**config.mk**
```make
export PLATFORM = sky130hd
export DESIGN_NAME = fetch_stage_flat
export DESIGN_NICKNAME = d
export VERILOG_FILES = /design/src/rtl/fetch_stage_if.sv /design/src/rtl/fetch_stage.sv /design/src/flat_wrapper.sv
export SDC_FILE = /design/constraint.sdc
export NUM_CORES = 1
export LEC_CHECK = 0
export CORE_UTILIZATION = 30
export CTS_CLUSTER_DIAMETER = 80
export CTS_CLUSTER_SIZE = 8
export DETAILED_ROUTE_END_ITERATION = 6
export PLACE_DENSITY = 0.6
export SKIP_CTS_REPAIR_TIMING = 1
export SYNTH_ARGS = -nofsm -noshare
export SYNTH_HDL_FRONTEND = slang
export SYNTH_SLANG_ARGS = --single-unit
```
**constraint.sdc**
```tcl
create_clock -name clk -period 2.25 [get_ports clk]
set_input_delay 0.3375 -clock clk [delete_from_list [all_inputs] [get_ports clk]]
set_output_delay 0.3375 -clock clk [all_outputs]
set_load 0.02 [all_outputs]
```
**src/rtl/fetch_stage_if.sv**
```systemverilog
// IF-stage bundle: redirect/stall control and imem handshake in, IF/ID register out.
// master = the fetch stage, slave = imem, hazard unit and ID side.
interface fetch_stage_if;
  logic        stall;
  logic        redirect;
  logic [15:0] pcRedirect;
  logic [15:0] imemInstr;
  logic        imemValid;
  logic [15:0] imemAddr;
  logic [15:0] ifidInstr;
  logic [15:0] ifidPcInc;
  logic        ifidValid;
  logic        halted;

  modport master (
    input  stall, redirect, pcRedirect, imemInstr, imemValid,
    output imemAddr, ifidInstr, ifidPcInc, ifidValid, halted
  );

  modport slave (
    output stall, redirect, pcRedirect, imemInstr, imemValid,
    input  imemAddr, ifidInstr, ifidPcInc, ifidValid, halted
  );
endinterface

```
**src/rtl/fetch_stage.sv**
```systemverilog
// IF stage of the 16-bit core: PC register, IF/ID pipeline register and halt latch.
// Priority each cycle: redirect > stall > halted > imem not valid > fetch.
module fetch_stage #(
  parameter logic [15:0] RESET_PC   = 16'h0000,
  parameter logic [15:0] NOP_INSTR  = 16'h0000,
  parameter logic [3:0]  HLT_OPCODE = 4'hF
) (
  input  logic          clk,
  input  logic          rst_n,
  fetch_stage_if.master bus
);

  typedef struct packed {
    logic [15:0] instr;
    logic [15:0] pcInc;
    logic        valid;
  } ifid_t;

  typedef enum logic {ST_RUN, ST_HALT} state_t;

  localparam ifid_t BUBBLE = '{instr: NOP_INSTR, pcInc: 16'h0000, valid: 1'b0};

  state_t      state, stateNext;
  logic [15:0] pc, pcNext, pcInc;
  ifid_t       ifid, ifidNext;
  logic        isHlt;

  assign pcInc = pc + 16'd2;
  assign isHlt = (bus.imemInstr[15:12] == HLT_OPCODE);

  always_ff @(posedge clk) begin
    if (!rst_n) begin
      state <= ST_RUN;
      pc    <= RESET_PC;
      ifid  <= BUBBLE;
    end else begin
      state <= stateNext;
      pc    <= pcNext;
      ifid  <= ifidNext;
    end
  end

  // The word sitting on imemInstr during a redirect is wrong-path and is
  // never latched, so a HLT arriving alongside a redirect cannot halt us.
  always_comb begin
    stateNext = state;
    pcNext    = pc;
    ifidNext  = ifid;
    if (bus.redirect) begin
      pcNext    = bus.pcRedirect & 16'hFFFE;
      ifidNext  = BUBBLE;
      stateNext = ST_RUN;
    end else if (bus.stall) begin
      // hold everything, including across a missing imem word
    end else if (state == ST_HALT) begin
      ifidNext = BUBBLE;
    end else if (!bus.imemValid) begin
      ifidNext = BUBBLE;
    end else begin
      ifidNext = '{instr: bus.imemInstr, pcInc: pcInc, valid: 1'b1};
      if (isHlt) stateNext = ST_HALT;
      else       pcNext    = pcInc;
    end
  end

  assign bus.imemAddr  = pc;
  assign bus.ifidInstr = ifid.instr;
  assign bus.ifidPcInc = ifid.pcInc;
  assign bus.ifidValid = ifid.valid;
  assign bus.halted    = (state == ST_HALT);

endmodule
```
**src/flat_wrapper.sv**
```systemverilog
// flat-port wrapper written by rule: the top's interface ports become plain ports
module fetch_stage_flat 
#(
  parameter logic [15:0] RESET_PC   = 16'h0000,
  parameter logic [15:0] NOP_INSTR  = 16'h0000,
  parameter logic [3:0]  HLT_OPCODE = 4'hF
)
  (clk, rst_n, bus_stall, bus_redirect, bus_pcRedirect, bus_imemInstr, bus_imemValid, bus_imemAddr, bus_ifidInstr, bus_ifidPcInc, bus_ifidValid, bus_halted);
  fetch_stage_if bus_i ();
  input  logic clk;
  input  logic rst_n;
  input wire logic [$bits(bus_i.stall)-1:0] bus_stall;
  input wire logic [$bits(bus_i.redirect)-1:0] bus_redirect;
  input wire logic [$bits(bus_i.pcRedirect)-1:0] bus_pcRedirect;
  input wire logic [$bits(bus_i.imemInstr)-1:0] bus_imemInstr;
  input wire logic [$bits(bus_i.imemValid)-1:0] bus_imemValid;
  output wire logic [$bits(bus_i.imemAddr)-1:0] bus_imemAddr;
  output wire logic [$bits(bus_i.ifidInstr)-1:0] bus_ifidInstr;
  output wire logic [$bits(bus_i.ifidPcInc)-1:0] bus_ifidPcInc;
  output wire logic [$bits(bus_i.ifidValid)-1:0] bus_ifidValid;
  output wire logic [$bits(bus_i.halted)-1:0] bus_halted;
  assign bus_i.stall = bus_stall;
  assign bus_i.redirect = bus_redirect;
  assign bus_i.pcRedirect = bus_pcRedirect;
  assign bus_i.imemInstr = bus_imemInstr;
  assign bus_i.imemValid = bus_imemValid;
  assign bus_imemAddr = bus_i.imemAddr;
  assign bus_ifidInstr = bus_i.ifidInstr;
  assign bus_ifidPcInc = bus_i.ifidPcInc;
  assign bus_ifidValid = bus_i.ifidValid;
  assign bus_halted = bus_i.halted;
  fetch_stage #(.RESET_PC(RESET_PC), .NOP_INSTR(NOP_INSTR), .HLT_OPCODE(HLT_OPCODE)) u_core (.clk(clk), .rst_n(rst_n), .bus(bus_i));
endmodule
```
==> results.json <==
{
  "wire_per_inst_microns": 13.3,
  "wirelength_mm": 5.63,
  "gp_congestion": 0.774,
  "synth_area_sq_um": 2100,
  "syn_avg_cell_area_sq_um": 8.68,
  "p_leak_nw": 1.08,
  "seq_area_sq_um": 961,
  "reg2regPathDepth": 5,
  "syn2layout_area_growth_pct": 50.7,
  "layout_common_cells": "clkdlybuf4s50_1, dfxtp_1, nor2_1",
  "reg2reg_to": "u_core.bus.imemAddr[15]$_SDFFE_PN0P_",
  "n_antenna_cell": 0,
  "clkTransAtPathRegs_ns": 0.08,
  "cts_made_buffers": 5,
  "async_flop_share_pct": 0,
  "tightestPinTransition_ns": 0.523,
  "die_w_microns": 85.7,
  "placed_cells": 416,
  "drive_above_1_share_pct": 7.01,
  "r2r_slack_ns": 0.30,
  "setup_violations": 0,
  "p_total_w": 0.00174,
  "max-cap-violations": 0,
  "gr-total-overflow": 0,
  "cts_root_buf": "clkbuf_8",
  "power.clock.fraction_pct": 30.1,
  "fmax_mhz": 514,
  "synth_cells": 242,
  "cp_max_fo": 7,
  "path_class": "reg2reg",
  "synth_ff_type": "dfxtp_1",
  "cts_sinks": 48,
  "power.switching_w": 0.000453,
  "r2r-start": "u_core.bus.imemAddr[1]$_SDFFE_PN0P_",
  "fin_cells": 424,
  "ys_seq_area_share_pct": 45.8,
  "row_count": 30,
  "drcViolationCount": 0,
  "netSwitchingFraction_pct": 26.0,
  "drtIter0Drc": 105,
  "min_period_over_period_pct": 86.5,
  "cts_tree": "built",
  "layout_commonest_cell": "clkdlybuf4s50_1",
  "rsz0062_at_grt": "false",
  "start_util_pct": 30.9,
  "ys_types": 30,
  "multi_input_area_sq_um": 1050,
  "relSlewSlack_pct": 65.1,
  "antenna_found_initial": 0,
  "cp-startpoint": "u_core.bus.imemAddr[1]$_SDFFE_PN0P_",
  "fin_util_pct": 46.6,
  "grt_pass1_vias": 1794,
  "dr.pass1.iters": 4,
  "outcome": "finished, final reports clean",
  "ys_ff_latch": 48,
  "whs_ns": 0.456,
  "grt.total_usage_pct": 15.5,
  "fillers": 663,
  "ant_nets": 0,
  "clk_latency_ns": 0.30,
  "clock_skew_ns": 0.00461,
  "post_drt_via_cell_ratio": 4.65,
  "synth_edf_count": 0,
  "p_int_w": 0.00129,
  "die_y_microns": 85.7,
  "irDropWorstVdd_mv": 0.239,
  "p_comb_share_pct": 17.6,
  "tns_ns": 0,
  "nets": 365,
  "pwr-share-seq_pct": 52.4,
  "coreArea_sq_um": 6790,
  "crit_end": "u_core.bus.imemAddr[15]$_SDFFE_PN0P_",
  "grt_pass1_wl_mm": 8.91,
  "slew_violations": 0,
  "critPathLaunchType": "flip-flop",
  "hpwl_mm": 4.24,
  "grt_max_degree": 25,
  "powerDensity_nw_per_um2": 551,
  "die_area_sq_um": 7340,
  "htree_levels": 2,
  "clock_path_buffers": 2,
  "ys_warn_count": 0,
  "vias": 1973,
  "hold_viol": 0,
  "pin_count": 87,
  "cp.required_ns": 2.45,
  "arrival_ns": 2.14,
  "finalCriticalPeriod_ns": 1.95,
  "end_kind": "flip-flop",
  "worstHoldPathType": "reg2reg",
  "port_buffers": 83
}
-- worst max-delay path: stages (launching register included) --
cell and delay [ns]:
dfxtp_1 0.48, ha_1 0.26, nand3_1 0.18, nor4_1 0.46, a21boi_0 0.16, o311a_1 0.30
-- Yosys cell counts (2+ instances only) --
cell type,count,area [sq um]
nor4_1,4,25.0
nor3_1,6,30.0
a21oi_1,11,55.1
nand4_1,4,25.0
buf_4,2,15.0
dfxtp_1,48,961
a31oi_1,3,18.8
a22oi_1,20,150
nand2b_1,6,37.5
nand2_1,19,71.3
xor2_1,5,43.8
o21ai_0,21,105
xnor2_1,16,140
and4_1,2,17.5
nor2_1,27,101
a21boi_0,4,30.0
nand3_1,6,30.0
inv_1,3,11.3
nor3b_1,5,37.5
buf_2,3,15.0
clkbuf_1,14,52.6
o311a_1,5,50.1
-- how the worst min path moves through the flow --
stage / start / end / slack (ns) / depth (start not counted)
after floorplan: rst_n / u_core.bus.imemAddr[14]$_SDFFE_PN0P_ / 0.48 / 2
after detailed placement: u_core.bus.ifidPcInc[9]$_SDFFE_PP0N_ / u_core.bus.ifidPcInc[9]$_SDFFE_PP0N_ / 0.44 / 2
after CTS: u_core.bus.ifidPcInc[9]$_SDFFE_PP0N_ / u_core.bus.ifidPcInc[9]$_SDFFE_PP0N_ / 0.46 / 2
after global placement: u_core.bus.ifidPcInc[10]$_SDFFE_PP0N_ / u_core.bus.ifidPcInc[10]$_SDFFE_PP0N_ / 0.44 / 2
final: u_core.bus.ifidPcInc[10]$_SDFFE_PP0N_ / u_core.bus.ifidPcInc[10]$_SDFFE_PP0N_ / 0.46 / 2
after global routing: u_core.bus.ifidPcInc[6]$_SDFFE_PP0N_ / u_core.bus.ifidPcInc[6]$_SDFFE_PP0N_ / 0.48 / 2
-- kinds of logic after synthesis --
group                    Yosys count  synth area share [%]
other                              1                 0.179
buffers and inverters             22                  4.47
AO/OA/AOI/OAI                     64                  19.5
XOR/XNOR                          21                  8.76
adder cells (fa/ha/maj)            1                 0.596
AND/OR/NAND/NOR                   85                  20.7
flip-flops                        48                  45.8
-- metrics by stage --
step | worst slack (ns) | area (sq um)
after floorplan | 0.286 | 2100
after global placement | 0.0594 | 3070
after detailed placement | 0.0580 | 3070
after CTS | 0.284 | 3160
after global routing | 0.183 | 3160
final | 0.303 | 3160
-- power by group through the flow --
stage	clock network (W)	registers [W]	logic [W]
3_5_place_dp	0	0.000934	0.000308
4_1_cts	0.000539	0.000914	0.000310
5_1_grt	0.000580	0.000920	0.000330
3_3_place_gp	0	0.000934	0.000307
6_report	0.000524	0.000914	0.000306
2_1_floorplan	0	0.000963	0.000116
-- metal layers --
metal / part of all wire (%) / global-route usage (%) / up-vias
li1: - / - / 1021
met1: 49 / 22.1 / 899
met2: 45 / 23.3 / 46
met3: 4.6 / 3.37 / 7
met4: 1.6 / 4.70 / 0
met5: 0 / 0 / -
-- cell type report --
type / count / share of cell area, %
Clock buffer: 8 / 2.85
Tap cell: 96 / 3.80
Inverter: 3 / 0.356
Multi-Input combinational cell: 173 / 33.3
Timing Repair Buffer: 96 / 29.3
Sequential cell: 48 / 30.4
-- registers in the layout, summed over array words and instances (netlist names) --
name and flops:
u_core.bus.ifidValid 1, u_core.bus.ifidInstr 16, u_core.bus.imemAddr 15, u_core.bus.halted 1, u_core.bus.ifidPcInc 15
(Power assumes the default switching activity.)
